`config.mk`:
```
export PLATFORM = sky130hd
export DESIGN_NAME = shift_sequencer
export DESIGN_NICKNAME = d
export VERILOG_FILES = /design/src/rtl/shift_pkg.sv /design/src/rtl/shift_cmd_norm.sv /design/src/rtl/shift_sequencer.sv
export SDC_FILE = /design/constraint.sdc
export NUM_CORES = 1
export LEC_CHECK = 0
export BUFFER_PORTS_ARGS = -buffer_cell sky130_fd_sc_hd__buf_2
export CAP_MARGIN = 20
export CORE_MARGIN = 2
export CORE_UTILIZATION = 50
export DETAILED_ROUTE_END_ITERATION = 8
export PLACE_DENSITY = 0.74
export RECOVER_POWER = 100
export SLEW_MARGIN = 20
export SYNTH_ARGS = -nofsm -noshare
export SYNTH_HDL_FRONTEND = slang
export SYNTH_SLANG_ARGS = --single-unit
```
`constraint.sdc`:
```
create_clock -name clk -period 6.11 [get_ports clk]
set_input_delay 0.611 -clock clk [delete_from_list [all_inputs] [get_ports clk]]
set_output_delay 0.611 -clock clk [all_outputs]
set_load 0.05 [all_outputs]
```
`src/rtl/shift_pkg.sv`:
```
// Shared types for the 6-bit shift register and its upstream sequencer.
// Latency: n/a (types and constants only).
// Backpressure: n/a.
package shift_pkg;

  // Shift register width and step-counter width used as parameter defaults
  localparam int SR_WIDTH = 6;
  localparam int SR_AMT_W = 3;

  // 3-bit OP encoding understood by the shift register
  typedef enum logic [2:0] {
    OP_HOLD = 3'd0,
    OP_SHR  = 3'd1,
    OP_SHL  = 3'd2,
    OP_ROR  = 3'd3,
    OP_ROL  = 3'd4,
    OP_CLR  = 3'd5,
    OP_LOAD = 3'd6,
    OP_RSVD = 3'd7
  } op_t;

  // Sequencer control states
  typedef enum logic [1:0] {
    S_IDLE     = 2'd0,
    S_LOADING  = 2'd1,
    S_SHIFTING = 2'd2,
    S_DONE     = 2'd3
  } seq_state_t;

endpackage

```
`src/rtl/shift_cmd_norm.sv`:
```
// Normalises a shift command into (load flag, issue op, step count); SHIFT_SHORTCUT_EN enables shortcuts.
// Latency: combinational.
// Backpressure: none; evaluated on the raw command fields, sampled by the sequencer at acceptance.
module shift_cmd_norm
  import shift_pkg::*;
#(
  parameter int AMT_W = SR_AMT_W
`ifdef SHIFT_SHORTCUT_EN
  ,
  parameter int WIDTH = SR_WIDTH
`endif
) (
  input  logic [2:0]       kind,
  input  logic [AMT_W-1:0] amt,
  input  logic             load,
  output logic [AMT_W-1:0] steps,
  output logic [2:0]       issue_op,
  output logic             do_load
);

  // Map the requested kind onto what will actually be issued
  always_comb begin
    steps    = '0;
    issue_op = kind;
    do_load  = load;
    case (op_t'(kind))
      OP_HOLD, OP_RSVD: begin
        // No work at all: the command just produces a done pulse
        issue_op = OP_HOLD;
        do_load  = 1'b0;
      end
      OP_LOAD: begin
        // A bare LOAD is a preload with zero shift steps
        issue_op = OP_HOLD;
        do_load  = 1'b1;
      end
      OP_CLR: begin
        steps = AMT_W'(1);
      end
      OP_SHR, OP_SHL: begin
`ifdef SHIFT_SHORTCUT_EN
        // Shifting out every bit equals a clear, done in a single step
        if (int'(amt) >= WIDTH) begin
          issue_op = OP_CLR;
          steps    = AMT_W'(1);
        end else begin
          steps = amt;
        end
`else
        steps = amt;
`endif
      end
      OP_ROR, OP_ROL: begin
`ifdef SHIFT_SHORTCUT_EN
        // Whole rotations are no-ops, so only the remainder is issued
        steps = AMT_W'(int'(amt) % WIDTH);
`else
        steps = amt;
`endif
      end
      default: begin
        issue_op = OP_HOLD;
        do_load  = 1'b0;
      end
    endcase
  end

endmodule

```
`src/rtl/shift_sequencer.sv`:
```
// Expands one accepted shift command into a per-cycle OP/Data_in stream; build option SHIFT_SHORTCUT_EN.
// Latency: OP non-HOLD for L+N cycles after acceptance, done pulses L+N+1 cycles after acceptance.
// Backpressure: cmd_ready is high only in IDLE; a held cmd_valid waits until the cycle after done.
module shift_sequencer
  import shift_pkg::*;
#(
  parameter int WIDTH = SR_WIDTH,
  parameter int AMT_W = SR_AMT_W
) (
  input  logic             clk,
  input  logic             rst,
  input  logic             cmd_valid,
  output logic             cmd_ready,
  input  logic [2:0]       cmd_kind,
  input  logic [AMT_W-1:0] cmd_amt,
  input  logic             cmd_load,
  input  logic [WIDTH-1:0] cmd_data,
  output logic [2:0]       OP,
  output logic [WIDTH-1:0] Data_in,
  output logic             busy,
  output logic             done
);

  seq_state_t       state;
  logic [AMT_W-1:0] cnt;
  logic [AMT_W-1:0] lat_steps;
  logic [2:0]       lat_op;

  logic [AMT_W-1:0] n_steps;
  logic [2:0]       n_op;
  logic             n_load;

  shift_cmd_norm #(
    .AMT_W(AMT_W)
`ifdef SHIFT_SHORTCUT_EN
    ,
    .WIDTH(WIDTH)
`endif
  ) u_norm (
    .kind    (cmd_kind),
    .amt     (cmd_amt),
    .load    (cmd_load),
    .steps   (n_steps),
    .issue_op(n_op),
    .do_load (n_load)
  );

  assign cmd_ready = (state == S_IDLE);

  // Control FSM: all outputs registered, done raised on the edge that enters DONE
  always_ff @(posedge clk or posedge rst) begin
    if (rst) begin
      state     <= S_IDLE;
      cnt       <= '0;
      lat_steps <= '0;
      lat_op    <= OP_HOLD;
      OP        <= OP_HOLD;
      Data_in   <= '0;
      busy      <= 1'b0;
      done      <= 1'b0;
    end else begin
      done <= 1'b0;
      case (state)
        S_IDLE: begin
          if (cmd_valid) begin
            // Latch the normalised command; raw fields are ignored from here on
            busy      <= 1'b1;
            lat_steps <= n_steps;
            lat_op    <= n_op;
            if (n_load) begin
              OP      <= OP_LOAD;
              Data_in <= cmd_data;
              state   <= S_LOADING;
            end else if (n_steps != '0) begin
              OP    <= n_op;
              cnt   <= n_steps - AMT_W'(1);
              state <= S_SHIFTING;
            end else begin
              OP    <= OP_HOLD;
              done  <= 1'b1;
              state <= S_DONE;
            end
          end
        end
        S_LOADING: begin
          if (lat_steps != '0) begin
            OP    <= lat_op;
            cnt   <= lat_steps - AMT_W'(1);
            state <= S_SHIFTING;
          end else begin
            OP    <= OP_HOLD;
            done  <= 1'b1;
            state <= S_DONE;
          end
        end
        S_SHIFTING: begin
          // cnt counts the steps still to issue after the current one
          if (cnt != '0) begin
            cnt <= cnt - AMT_W'(1);
          end else begin
            OP    <= OP_HOLD;
            done  <= 1'b1;
            state <= S_DONE;
          end
        end
        S_DONE: begin
          OP    <= OP_HOLD;
          busy  <= 1'b0;
          state <= S_IDLE;
        end
        default: begin
          OP    <= OP_HOLD;
          busy  <= 1'b0;
          state <= S_IDLE;
        end
      endcase
    end
  end

endmodule

```
==> results.toml <==
[clock_network]
max-clock-path-buffers = 2
ctsResizeCount = 0
cts_root_buffer = "clkbuf_4"
cts_buffers = 3
clk_pin_slew_worst_paths_ns = 0.12
htreeDepth = 1
post_cts_buffers = 0
cts_hold_buf = 0
insertion_delay_ns = 0.30
cts_sinks = 22
tritoncts = "yes"

[critical_path]
slowest_stage = "a2111oi_0"
arrival_ns = 2.64
rrSetupSlack_ns = 3.66
cp.required_ns = 6.31
crit_chain = "inv_1 > ha_1 > nor4b_1 > a21o_1 > a2111oi_0 > mux2_1"
cp_num_buf_inv = 1
worst_setup_path_end_kind = "register"
cp-endpoint = "cnt[0]"
path_max_fanout = 5
start_kind = "register"
critPathTopFamily = "compound AO/OA/AOI/OAI gates"
cp.depth = 6
reg2reg_depth = 6
startpoint = "state[1]"
max_stage_delay_ns = 0.87
timing.rr.start = "state[1]"
worstSetupPathType = "register to register"
r2r_end = "cnt[0]"

[global_routing]
antenna_found_initial = 0
grt_pass1_wl_um = 4300
grt_max_degree = 23
grt_use_total_pct = 20.5
overflow = 0
first_global_vias = 931

[synthesis]
synth_top_area_cell = "dfrtp_1"
synth.ff_latch_count = 22
synth_cell_type_count = 38
synth-main-ff-cell = "dfrtp_1"
synth_top_area_share_pct = 43.3
synthTopCellsByArea = "dfrtp_1, mux2_2, o21ai_0"
syn_area_sq_mm = 0.00127
seq_area_frac_synth_pct = 43.3
yosysWarningCount = 0
syn-num-nets = 150
synthCells = 129
ys_async_sr_fraction_pct = 100
avgSynthCellArea_sq_um = 9.86
synth_edf_count = 0

[sta]
fin_worst_skew_ns = 0.00491
final_max_slew_viol_count = 0
setup_tns_ns = 0
setup_violations = 0
period_share_pct = 40.0
worst_slew_pin_slew_ns = 1.02
slew_headroom_pct = 30.4
rsz0062_at_grt = "false"
post-route-min-period_ns = 2.45
clock.fmax_mhz = 409
hold_viol = 0

[drt]
topRoutingLayerUsed = "met4"
drtPass1Iterations = 4
met3_length_um = 104
wl_met1_um = 1230
drtIter0Drc = 21
routed_wl_um = 2700
final_antenna_net_count = 0
viasPerCell = 5.67
vias = 1044
wl_per_cell_um = 14.7
drc = 0
wl_met2_um = 1340

[floorplanning]
dieWidth_um = 54.4
core.rowCount = 18
core_area_sq_mm = 0.00245
start_util_pct = 51.8
die_y_um = 54.4
die-area_sq_mm = 0.00296
pin_count = 28

[final_layout]
fin_util_pct = 58.4
multiInputGateArea_sq_um = 639
nets = 176
fillCellCount = 219
seq_area_sq_um = 551
layout-drive-gt1-share_pct = 18.2
area_delta_synth_final_pct = 12.7
antenna_cells = 0

[worst_hold_path]
min_path_type = "input pin to asynchronous set/reset pin"

[power_and_ir_drop]
power_density_mw_per_mm2 = 611
leakage_nw = 0.663
vdd_drop_max_mv = 0.418
total_power_mw = 0.876

[placement]
gp_congestion = 0.893
port_buffers = 27
dp.final_hpwl_um = 2010

[outcome]
outcome = "finished clean"

[job]
cap_violations = 0
[Yosys cell counts, types with 2 or more instances]
library cell   n
nand2_1       12
dfrtp_1       22
mux2_2        10
nand2b_1       3
a21o_1         3
mux2i_1        2
a21oi_1        5
nor3_1         2
ha_1           5
clkbuf_1       5
nand3_1        2
or3_1          2
inv_1          9
nor2_1         6
a22oi_1        3
o21ai_0       15
a211oi_1       2
[placed cells by master, fill, tap and decap left out, types with 2 or more instances in the layout]
master    netlist  final
nor2_1          6      6
a22oi_1         3      3
nand3_1         2      2
or3_1           2      2
ha_1            5      5
nor3_1          2      2
mux2_2         10      8
nand2b_1        3      3
mux2i_1         2      2
buf_2           0     15
mux2_1          0      2
o21ai_0        15     15
inv_1           9      9
clkbuf_4        0      3
dfrtp_1        22     22
a21oi_1         5      5
clkbuf_1        5     12
a21o_1          3      3
a211oi_1        2      2
nand2_1        12     12
[worst reg2reg max path, stage by stage, from the launching register on]
cell,delay (ns)
dfrtp_1,0.41
inv_1,0.08
ha_1,0.25
nor4b_1,0.19
a21o_1,0.16
a2111oi_0,0.87
mux2_1,0.39
[registers in the layout, summed over array words and instances (netlist names)]
| signal | flops |
|---|---|
| busy | 1 |
| lat_steps | 3 |
| done | 1 |
| Data_in | 6 |
| OP | 3 |
| state | 2 |
| cnt | 3 |
| lat_op | 3 |
[layer usage]
layer  up-vias  global-route usage, %
met4         0                   10.4
met1       496                   25.7
li1        523                      -
met3         2                   3.01
met5         -                      0
met2        23                   34.1
[logic make-up (layout without fill, tap and decap cells)]
| logic type | after synthesis | count (layout) | share of synthesized area, % |
|---|---|---|---|
| DFF | 22 | 22 | 43.3 |
| AOI/OAI and AO/OA | 43 | 43 | 24.3 |
| adders and majority gates | 5 | 5 | 4.92 |
| and+or+nand+nor | 32 | 32 | 12.1 |
| buffers and inverters | 15 | 40 | 5.01 |
| muxes | 12 | 12 | 10.4 |
[where the power goes]
group / leakage (nW) / total (mW) / internal, mW / switching, mW
combinational: 0.363 / 0.501 / 0.170 / 0.331
clock: 0.0279 / 0.109 / 0.0663 / 0.0432
sequential: 0.272 / 0.265 / 0.218 / 0.0470
total: 0.663 / 0.876 / 0.455 / 0.421
[layout make-up]
| type | count | area share, % |
|---|---|---|
| clock buffers | 3 | 1.57 |
| clock inverters | 1 | 2.09 |
| inverters | 9 | 2.36 |
| multi-input cells | 92 | 44.6 |
| flip-flops and latches | 22 | 38.4 |
| well taps | 30 | 2.62 |
| repair buffers | 27 | 8.38 |
[how the worst min path moves through the flow]
| stage | from | to | slack (ns) |
|---|---|---|---|
| after global placement | OP[2] | OP[2] | 0.46 |
| after detailed placement | OP[0] | OP[0] | 0.47 |
| final | rst | Data_in[4] | 0.43 |
| after global routing | rst | Data_in[4] | 0.52 |
| after floorplan | lat_op[1] | lat_op[1] | 0.45 |
| after CTS | rst | Data_in[3] | 0.46 |
[through the flow]
stage	cell area [sq um]	hold WS (ns)	instances	worst slack, ns
2_1_floorplan	1270	0.450	129	3.63
3_3_place_gp	1420	0.461	180	3.57
3_5_place_dp	1420	0.472	180	3.46
4_1_cts	1470	0.457	184	3.76
5_1_grt	1430	0.519	184	3.46
6_report	1430	0.433	184	3.66
Note: power is estimated with default switching activity, not from simulation.
